**src/rtl/pp_pkg.sv**
```systemverilog
// Shared types and helpers for the partial-product engine.
// Holds the FSM state encoding and the per-mode row count.
package pp_pkg;

   typedef enum logic {
      ST_IDLE = 1'b0,
      ST_EMIT = 1'b1
   } pp_state_e;

   // Signed mode needs one extra constant row to correct the sign bits.
   function automatic int row_count(input int width, input logic signed_mode);
      return signed_mode ? width + 1 : width;
   endfunction

endpackage

```
**src/rtl/pp_row_gen.sv**
```systemverilog
// Combinational partial-product row former: unsigned AND rows or
// Baugh-Wooley signed rows (with the constant correction row) for one index.
module pp_row_gen
   import pp_pkg::*;
#(
   parameter int WIDTH = 16,
   parameter int IDXW  = $clog2(WIDTH + 1)
) (
   input  logic [WIDTH-1:0]   a_reg,
   input  logic [WIDTH-1:0]   b_reg,
   input  logic [IDXW-1:0]    idx,
   input  logic               mode,
   output logic [2*WIDTH-1:0] row
);

   localparam logic [2*WIDTH-1:0] CORR_ROW =
      {1'b1, {(WIDTH-2){1'b0}}, 1'b1, {WIDTH{1'b0}}};

   logic             b_sel;
   logic             is_top;
   logic             is_corr;
   logic [WIDTH-1:0] gated;
   logic [WIDTH-1:0] inv_mask;
   logic [WIDTH-1:0] base;

   always_comb begin
      b_sel = 1'b0;
      for (int i = 0; i < WIDTH; i++) begin
         if (idx == IDXW'(i)) b_sel = b_reg[i];
      end
   end

   for (genvar j = 0; j < WIDTH; j++) begin : g_gate
      assign gated[j] = a_reg[j] & b_sel;
   end

   assign is_top  = (idx == IDXW'(WIDTH - 1));
   assign is_corr = mode && (idx == IDXW'(WIDTH));

   // The top row inverts the low bits; every other row inverts only the MSB.
   always_comb begin
      inv_mask = '0;
      if (mode) begin
         if (is_top) inv_mask = {1'b0, {(WIDTH-1){1'b1}}};
         else        inv_mask = {1'b1, {(WIDTH-1){1'b0}}};
      end
   end

   assign base = gated ^ inv_mask;
   assign row  = is_corr ? CORR_ROW : ({{WIDTH{1'b0}}, base} << idx);

endmodule

```
**src/rtl/partial_product_engine.sv**
```systemverilog
// Streams the shifted partial-product rows of one operand pair per transaction,
// one row per accepted output handshake, with a two-state IDLE/EMIT controller.
module partial_product_engine
   import pp_pkg::*;
#(
   parameter  int WIDTH = 16,
   localparam int IDXW  = $clog2(WIDTH + 1)
) (
   input  logic               clk,
   input  logic               rst,
   input  logic               in_valid,
   output logic               in_ready,
   input  logic [WIDTH-1:0]   a,
   input  logic [WIDTH-1:0]   b,
   input  logic               signed_mode,
   output logic               out_valid,
   input  logic               out_ready,
   output logic [2*WIDTH-1:0] pp_row,
   output logic [IDXW-1:0]    pp_idx,
   output logic               pp_last,
   output logic               busy
);

   localparam logic [IDXW-1:0] LAST_U = IDXW'(row_count(WIDTH, 1'b0) - 1);
   localparam logic [IDXW-1:0] LAST_S = IDXW'(row_count(WIDTH, 1'b1) - 1);

   pp_state_e          state_q;
   logic [WIDTH-1:0]   a_q;
   logic [WIDTH-1:0]   b_q;
   logic               mode_q;
   logic [IDXW-1:0]    idx_q;
   logic [2*WIDTH-1:0] row_w;
   logic               emit;
   logic               last_w;

   assign emit   = (state_q == ST_EMIT);
   assign last_w = (idx_q == (mode_q ? LAST_S : LAST_U));

   always_ff @(posedge clk or posedge rst) begin
      if (rst) begin
         state_q <= ST_IDLE;
         a_q     <= '0;
         b_q     <= '0;
         mode_q  <= 1'b0;
         idx_q   <= '0;
      end else begin
         case (state_q)
            ST_IDLE: begin
               if (in_valid) begin
                  a_q     <= a;
                  b_q     <= b;
                  mode_q  <= signed_mode;
                  idx_q   <= '0;
                  state_q <= ST_EMIT;
               end
            end
            ST_EMIT: begin
               if (out_ready) begin
                  if (last_w) begin
                     idx_q   <= '0;
                     state_q <= ST_IDLE;
                  end else begin
                     idx_q   <= idx_q + 1'b1;
                  end
               end
            end
            default: state_q <= ST_IDLE;
         endcase
      end
   end

   pp_row_gen #(
      .WIDTH (WIDTH),
      .IDXW  (IDXW)
   ) u_row_gen (
      .a_reg (a_q),
      .b_reg (b_q),
      .idx   (idx_q),
      .mode  (mode_q),
      .row   (row_w)
   );

   // Outputs are masked in IDLE so nothing stale is visible between pairs.
   assign in_ready  = !emit;
   assign out_valid = emit;
   assign busy      = emit;
   assign pp_row    = emit ? row_w : '0;
   assign pp_idx    = emit ? idx_q : '0;
   assign pp_last   = emit && last_w;

endmodule

```
**config.mk**
```make
export PLATFORM = sky130hd
export DESIGN_NAME = partial_product_engine
export DESIGN_NICKNAME = d
export VERILOG_FILES = /design/src/rtl/pp_pkg.sv /design/src/rtl/pp_row_gen.sv /design/src/rtl/partial_product_engine.sv
export SDC_FILE = /design/constraint.sdc
export NUM_CORES = 1
export LEC_CHECK = 0
export ABC_AREA = 1
export ABC_CLOCK_PERIOD_IN_PS = 8500
export CAP_MARGIN = 20
export CORE_ASPECT_RATIO = 0.5
export CORE_UTILIZATION = 40
export CTS_BUF_LIST = sky130_fd_sc_hd__clkbuf_8
export CTS_CLUSTER_SIZE = 8
export DETAILED_ROUTE_END_ITERATION = 10
export PLACE_DENSITY_LB_ADDON = 0.2
export SETUP_SLACK_MARGIN = 0.05
export SLEW_MARGIN = 5
export SYNTH_ARGS = -nofsm -noshare
export SYNTH_HDL_FRONTEND = slang
export SYNTH_HIERARCHICAL = 1
export SYNTH_SLANG_ARGS = --single-unit
```
**constraint.sdc**
```tcl
create_clock -name clk -period 8.5 [get_ports clk]
set_input_delay 1.7 -clock clk [delete_from_list [all_inputs] [get_ports clk]]
set_output_delay 1.7 -clock clk [all_outputs]
set_load 0.03 [all_outputs]
```
== After elaboration in Yosys (flattened, before gate mapping) ==
Cells that the tools add are included.

* Add/sub/neg operators: 1
* Equal/unequal tests: 19
* Shifts and indexed selects: 1
* Multiplexer cells: 30
* Bitwise logic cells: 18
* Reduce and logical (&&, ||, !) cells: 6

{| class="wikitable"
|+ Operators with widths
! cell !! count
|-
| $mux W32 || 2
|-
| $eq A5 B4 Y1 const B || 8
|-
| $mux W16 || 2
|-
| $shl A16 B5 Y32 || 1
|-
| $mux W5 || 5
|-
| $eq A5 B3 Y1 const B || 4
|-
| $mux W1 || 19
|-
| $and A1 B1 Y1 || 16
|-
| $xor A16 B16 Y16 || 1
|-
| $eq A5 B2 Y1 const B || 2
|-
| $pmux W5 S2 || 1
|-
| $add A5 B1 Y5 const B || 1
|-
| $eq A5 B1 Y1 const B || 1
|-
| $eq A5 B5 Y1 || 1
|-
| $eq A5 B5 Y1 const B || 1
|-
| $logic_not A5 Y1 || 1
|-
| $ne A2 B2 Y1 const B || 2
|-
| $reduce_and A2 Y1 || 2
|-
| $logic_and A1 B1 Y1 || 2
|-
| $pmux W1 S2 || 1
|-
| $logic_not A1 Y1 || 1
|-
| $not A1 Y1 || 1
|}

* Flip-flop bits (word level): 39
* Bits of input ports: 37
* Output and inout port bits: 41
* Word-level logic and storage cells: 80

== Logic depth before layout (Yosys ltp) ==
Gate-level depths: netlist (run 1).

* Depth after elaboration: 22
* Depth in mapped cells: 27
* Gate-level depth less buffers: 26

== Hierarchy ==
The synthesis (run 1) kept the hierarchy.

{| class="wikitable"
|+ Modules (own cells, without submodules)
! module !! times used !! cells an instance !! area an instance (um^2) !! sequential area each (um^2)
|-
| partial_product_engine || 1 || 271 || 1956.9 || 975.9
|-
| pp_row_gen || 1 || 326 || 1470.2 || 0.0
|}

== Least setup slack after synthesis (run 1) ==
OpenSTA, ideal clock, no wires.

* Path kind: flip-flop to output port
* From: reg idx_q[4]
* To: out pp_row[17]
* Arrival time: 2.421 ns
* Data required time: 6.800 ns
* Slack: 4.379 ns
* Cell stages (with the launch flop): 18
* Path buffers: 2
* Cell sequence: dfrtp_1 -> buf_2 -> nor3_2 -> inv_1 -> nor2_1 -> inv_1 -> nor2_2 -> inv_1 -> buf_1 -> nand2_1 -> nand3_1 -> nand3_1 -> nand2_1 -> o21ai_1 -> nor2_1 -> nor2_1 -> nand2_1 -> inv_1

* Longest elaborated chain between the ends: 22
* Elaborated cells on any way between the ends: 56
* Classes of those cells: 16 x eq/ne; 1 x shift; 20 x mux; 17 x bitwise; 2 x reduce/logical

{| class="wikitable"
|+ Ends and longest elaborated chain
! element !! RTL line !! source
|-
| from (decl) || partial_product_engine.sv:31 || <nowiki>logic [IDXW-1:0] idx_q;</nowiki>
|-
| from (signal assigned) || partial_product_engine.sv:63 || <nowiki>idx_q <= idx_q + 1'b1;</nowiki>
|-
| $logic_not A5 Y1 || pp_row_gen.sv:29 || <nowiki>if (idx == IDXW'(i)) b_sel = b_reg[i];</nowiki>
|-
| $mux W1 (16 in a row) || pp_row_gen.sv:29 ||
|-
| $and A1 B1 Y1 || pp_row_gen.sv:34 || <nowiki>assign gated[j] = a_reg[j] & b_sel;</nowiki>
|-
| $xor A16 B16 Y16 || pp_row_gen.sv:49 || <nowiki>assign base = gated ^ inv_mask;</nowiki>
|-
| $shl A16 B5 Y32 || pp_row_gen.sv:50 || <nowiki>assign row = is_corr ? CORR_ROW : ({{WIDTH{1'b0}}, base} << idx);</nowiki>
|-
| $mux W32 (*) || pp_row_gen.sv:50 ||
|-
| net row_w[17] || partial_product_engine.sv:32 || <nowiki>logic [2*WIDTH-1:0] row_w;</nowiki>
|-
| $mux W32 (*) || partial_product_engine.sv:87 || <nowiki>assign pp_row = emit ? row_w : '0;</nowiki>
|-
| to (decl) || partial_product_engine.sv:18 || <nowiki>output logic [2*WIDTH-1:0] pp_row,</nowiki>
|}

Mark *: on every way through the listed nets, which the timed path passes. The rest lies on a longest branch.

== Worst setup path in the final report (run 1) ==
* From: reg idx_q[2]
* To: out pp_row[17]

Same word-level chain as after synthesis.

==> results of run 1 <==
==> path summary, 6_finish.rpt <==
path,startpoint,to,slack (ps),cells after the start
max,idx_q[2],pp_row[17],1650,17
min,b_q[9],b_q[9],470,2
max reg2reg,idx_q[0],idx_q[4],6640,5
min reg2reg,b_q[9],b_q[9],470,2
max in group asynchronous,rst,a_q[12],6330,3
min in group asynchronous,rst,b_q[0],1800,3
==> per-stage QoR <==
step                      total power [W]  worst slack (ps)  cell area [um^2]  std cells  hold WS (ps)
after floorplan                   0.00128              4380              3430        597           433
after global placement            0.00160              2110              4140        754           452
after detailed placement          0.00161              2060              4140        754           456
after CTS                         0.00173              1700              4220        761           473
after global routing              0.00190              1220              4220        761           502
final                             0.00173              1650              4220        761           474
==> power groups by stage <==
stage | combinational (W) | sequential (W) | clock (W)
after global routing | 0.00137 | 0.000399 | 0.000135
after global placement | 0.00122 | 0.000385 | 0
after floorplan | 0.000954 | 0.000321 | 0
final | 0.00123 | 0.000383 | 0.000123
after CTS | 0.00123 | 0.000383 | 0.000126
after detailed placement | 0.00122 | 0.000386 | 0
==> cells by family (layout without fill, tap and decap cells) <==
kind of cell               count (synthesis)  after routing  synth area share (%)
AOI/OAI and AO/OA                         28             28                  4.45
adders and majority gates                  1              1                 0.365
buffers and inverters                    100            152                  13.6
DFF                                       39             39                  28.5
and+or+nand+nor                          429            429                  53.1
==> cell type report <==
type                            count  area [um^2]
Sequential cell                    39          976
Multi-Input combinational cell    458         1980
Timing Repair Buffer               80          793
Inverter                           65          244
Clock inverter                      2         13.8
Fill cell                         852         3920
Clock buffer                        5         68.8
Tap cell                          112          140
==> layer usage <==
metal / wire, um / vias up
li1: - / 1963
met1: 4490 / 1709
met2: 3870 / 76
met3: 388 / 6
met4: 49 / 0
met5: 0 / -
==> sequential cells by signal (all words and copies together) (netlist names) <==
register	count
b_q	16
mode_q	1
a_q	16
idx_q	5
busy	1
==> layout by cell type (no fill, tap or decap), types with 2 or more instances in the layout <==
master and n:
sky130_fd_sc_hd__dfrtp_1 39, sky130_fd_sc_hd__nand3_1 111, sky130_fd_sc_hd__clkdlybuf4s50_1 77, sky130_fd_sc_hd__nand2_1 262
sky130_fd_sc_hd__buf_4 3, sky130_fd_sc_hd__nand4_1 3, sky130_fd_sc_hd__nor2_1 36, sky130_fd_sc_hd__nor2_2 4
sky130_fd_sc_hd__nor3_1 4, sky130_fd_sc_hd__a21oi_1 10, sky130_fd_sc_hd__clkbuf_8 5, sky130_fd_sc_hd__inv_2 3
sky130_fd_sc_hd__o21ai_1 6, sky130_fd_sc_hd__nand3b_1 2, sky130_fd_sc_hd__o21ai_0 8, sky130_fd_sc_hd__inv_1 62
==> worst max-delay path: stages, from the launching register on <==
cell and delay, ps:
sky130_fd_sc_hd__dfrtp_1 950, sky130_fd_sc_hd__inv_1 560, sky130_fd_sc_hd__nor3_2 360, sky130_fd_sc_hd__inv_1 90
sky130_fd_sc_hd__nor2_1 160, sky130_fd_sc_hd__inv_1 70, sky130_fd_sc_hd__nor2_2 460, sky130_fd_sc_hd__inv_1 390
sky130_fd_sc_hd__nand2_1 180, sky130_fd_sc_hd__nand3_1 100, sky130_fd_sc_hd__a21oi_1 330, sky130_fd_sc_hd__nand2_1 110
sky130_fd_sc_hd__nand3_1 150, sky130_fd_sc_hd__nand2_1 70, sky130_fd_sc_hd__nor2_1 90, sky130_fd_sc_hd__nand2_1 60
sky130_fd_sc_hd__inv_1 60, sky130_fd_sc_hd__clkdlybuf4s50_1 660
==> metrics.txt, run 1 <==
status finished clean; Period Utilization, post-route 80.5%; Critical Path AT 5150 ps; power dissipated by switching net loads 0.000965 W; Resized cells post-CTS 0; router iterations before antenna repair 5; achievable frequency 0.146 GHz; GR Layer Usage met2 36.3%; area delta synth->final 23.1%; data required time at the worst endpoint 6800 ps; average footprint of a synthesized cell 5.74 um^2; RSZ-0062 raised after global routing false; initial antenna violation count 0; Post-synth EDFFs 0; die outline area 8960 um^2; internal power 0.000766 W; relative max-transition margin 31.9%; number of failing setup endpoints in the final timing report 0; PortBufs 77; instance count of the mapped netlist 597; P_leak 2.33 nW; FF+latch count, synth 39; maximum root-to-sink buffer count 2; crit path time final 6850 ps; post-synth net total 635; Sinks on Clock Net 39; transition at the pin with the smallest max-transition slack 1020 ps; path class of the lowest-slack min-delay path flop to flop; synth cell count leaders 262 x sky130_fd_sc_hd__nand2_1, 111 x sky130_fd_sc_hd__nand3_1, 62 x sky130_fd_sc_hd__inv_1; number of design-rule violations left by the first detailed-router iteration 213; clock network fraction of total power 7.1%; largest net degree at the start of global routing 44; met1 Track Usage GR 28.1%; total count of hold-check failures in the final report 0; number of primary I/O pins 78; count leader, synth sky130_fd_sc_hd__nand2_1; number of setup buffers added after CTS 0; wire length of the first global-routing pass 15200 um; biggest fanout along the worst timing path 31; number of levels the H-tree was split into 2; count of nets left with antenna violations after detail routing 0; cell area after synthesis 3430 um^2; global routing usage summed across all routing layers 21.1%; yosys synthesis warning count 6; summed negative setup slack over all endpoints 0 ps; DRC errors left 0; wire length reported by the detailed router 8800 um; worst skew pair latency 300 ps; Antenna Cells 0; TritonCTS clock tree built; total CTS buffers 5; switching power as a share of total power 55.7%; Sequential Power Share 22.1%; vias after detailed routing 3754; floorplan row count 23; Die Ht 67.5 um; via count of the first global-routing pass 3450; Worst IR Drop VDD 0.126 mV; half-perimeter wire length of the detailed placement result 6780 um; weighted congestion at the end of routability-driven global placement 0.925; wire length per cell after detailed routing 11.6 um; share of the synthesized area in the top cell type 28.7%; core area 8140 um^2; max-slew violation count 0; layout cell share with drive strength beyond 1 3.54%; cell taking the most area after synthesis sky130_fd_sc_hd__nand2_1; endpoint kind of the worst setup timing path output pin; Avg Vias per Cell 4.93; gr ovfl total 0; busiest layer in global routing met2; final layout net count 687; proportion of synthesized flip-flops having asynchronous set or reset 100%; clock tree root buffer cell sky130_fd_sc_hd__clkbuf_8; Cell Pwr Density 410 nW/um^2; unique cell type count in the Yosys netlist 30; final clock skew 11.0 ps; met3 capacity usage during global routing 4.13%; CTS hold repair buffers 0; share of the core filled with cells in the final layout 51.8%; post-synthesis sequential area ratio 28.5%; number of max-cap violations 0; Most used DFF post-synth sky130_fd_sc_hd__dfrtp_1; clk slew on worst S/H paths 80 ps; horizontal die dimension 133 um; crit path kind flop to output pin; largest cells by area after synthesis sky130_fd_sc_hd__nand2_1 29%, sky130_fd_sc_hd__dfrtp_1 28%, sky130_fd_sc_hd__nand3_1 16%; logic gate share of total power 70.8%; initial standard-cell utilization of the core 42.1%; launching element type of the critical path flop
Note: power is estimated with default switching activity, not from simulation.
==> run 2, diff against run 1 <==
ABC_CLOCK_PERIOD_IN_PS = 7000   (was 8500)
clock period = 7 ns   (was 8.5 ns; I/O delays follow)
==> run 2 against run 1 <==
Die area did not move; count of clock-buffer cells in the layout is the same; global-route usage increased by 0.85 points; cell count grew 0.26%; sequential share of layout area is 0.055 points lower; utilization grew 0.12 points; setup slack got worse by 970 ps; largest power group unchanged.
==> metrics.txt, run 2 (synthesis gave the netlist of run 1 again) <==
transition at the pin with the smallest max-transition slack 999 ps; status finished clean; weighted congestion at the end of routability-driven global placement 0.921; top flop regs a_q: 16 flops, b_q: 16 flops, idx_q: 5 flops; path class of the lowest-slack min-delay path flop to flop; Die Ht 67.5 um; RSZ-0062 raised after global routing false; crit path time final 6320 ps; final clock skew 5.36 ps; P_leak 2.33 nW; summed negative setup slack over all endpoints 0 ps; clock tree root buffer cell sky130_fd_sc_hd__clkbuf_8; final layout net count 688; PortBufs 77; horizontal die dimension 133 um; Avg Vias per Cell 4.95; worst hold-check slack 476 ps; most common library cell in the layout ignoring fill and taps sky130_fd_sc_hd__nand2_1; vias after detailed routing 3780; internal power 0.000934 W; total count of hold-check failures in the final report 0; worst setup slack after placement 1080 ps; power dissipated by switching net loads 0.00117 W; number of failing setup endpoints in the final timing report 0; global routing usage summed across all routing layers 21.9%; worst skew pair latency 300 ps; met1 Track Usage GR 30.4%; Period Utilization, post-route 90.2%; number of design-rule violations left by the first detailed-router iteration 253; CP dominant cell by count sky130_fd_sc_hd__inv_1; DRC errors left 0; largest net degree at the start of global routing 44; endpoint kind of the worst setup timing path output pin; number of levels the H-tree was split into 2; clk slew on worst S/H paths 70 ps; number of max-cap violations 0; switching power as a share of total power 55.6%; Critical path buffers and inverters 7; initial antenna violation count 0; gr ovfl total 0; logic gate share of total power 70.8%; biggest fanout along the worst timing path 31; CTS hold repair buffers 0; area delta synth->final 23.4%; busiest layer in global routing met2; clock network fraction of total power 7.0%; fin worst setup slack 683 ps; crit path kind flop to output pin; wire length per cell after detailed routing 11.7 um; leading cell types in the layout, fill and taps excluded 262 x sky130_fd_sc_hd__nand2_1, 111 x sky130_fd_sc_hd__nand3_1, 77 x sky130_fd_sc_hd__clkdlybuf4s50_1, 63 x sky130_fd_sc_hd__inv_1, 39 x sky130_fd_sc_hd__dfrtp_1; count of nets left with antenna violations after detail routing 0; total CTS buffers 5; slowest stage cell, crit path sky130_fd_sc_hd__dfrtp_1; Crit path largest cell delay 1000 ps; initial standard-cell utilization of the core 42.1%; Cell Pwr Density 497 nW/um^2; Sequential Power Share 22.2%; met3 capacity usage during global routing 4.65%; max-slew violation count 0; number of setup buffers added after CTS 0; cell depth of the worst min-delay path 2; reg2reg path depth 5; wire length of the first global-routing pass 15800 um; instance count on the critical path 18; Sinks on Clock Net 39; Critical Path AT 4920 ps; maximum root-to-sink buffer count 2; wire length reported by the detailed router 8900 um; data required time at the worst endpoint 5600 ps; list of cells traversed by the critical path inv_1 > buf_4 > nor3_2 > inv_1 > nor2_1 > inv_1 > nor2_2 > inv_1 > nand2_1 > nand3_1 > a21oi_1 > nand2_1 > nand3_1 > nand2_1 > nor2_1 > nand2_1 > inv_1 > clkdlybuf4s50_1; die outline area 8960 um^2; core area 8140 um^2; layout cell share with drive strength beyond 1 3.69%; via count of the first global-routing pass 3420; floorplan row count 23; share of the core filled with cells in the final layout 51.9%; Worst IR Drop VDD 0.170 mV; TritonCTS clock tree built; launching element type of the critical path flop; half-perimeter wire length of the detailed placement result 6780 um; Antenna Cells 0; GR Layer Usage met2 35.7%; relative max-transition margin 33.4%; family with the most delay on the worst path simple AND/OR/NAND/NOR gates; total design power 0.00210 W; number of primary I/O pins 78; achievable frequency 0.158 GHz; Resized cells post-CTS 0; router iterations before antenna repair 5
-- run 2: through the flow --
| step | cells | instance area, um^2 |
|---|---|---|
| after floorplan | 597 | 3430 |
| after global placement | 755 | 4150 |
| after detailed placement | 755 | 4150 |
| after CTS | 763 | 4230 |
| after global routing | 763 | 4230 |
| final | 763 | 4230 |
-- run 2: path summary, 6_finish.rpt --
check / startpoint / end / slack [ps]
max: idx_q[2] / pp_row[17] / 680
min: b_q[12] / b_q[12] / 480
max reg2reg: idx_q[0] / idx_q[4] / 5140
min reg2reg: b_q[12] / b_q[12] / 480
max in group asynchronous: rst / a_q[4] / 5130
min in group asynchronous: rst / b_q[13] / 1520
-- run 2: worst min-delay path, cell delays in order, from the launching register on --
cell and delay, ps:
sky130_fd_sc_hd__dfrtp_1 350, sky130_fd_sc_hd__nand2_1 50, sky130_fd_sc_hd__nand2_1 40
-- run 2: layout make-up --
type,instances,area [um^2]
clock buffer,5,68.8
clock inverter,3,16.3
fill,880,3910
inverter,65,244
multi-input combinational,458,1980
sequential,39,976
tap,112,140
timing repair buffer,81,801
-- run 2: layer usage --
layer	up-vias	routed length [um]
li1	1970	-
met3	4	469
met5	-	0
met1	1720	4570
met2	86	3820
met4	0	41
-- run 2: power groups by stage --
stage	Clock, W	Sequential (W)	Combinational, W
floorplan	0	0.000390	0.00116
detailed placement	0	0.000469	0.00149
finish	0.000148	0.000467	0.00149
CTS	0.000154	0.000466	0.00149
global route	0.000162	0.000488	0.00168
global placement	0	0.000468	0.00148
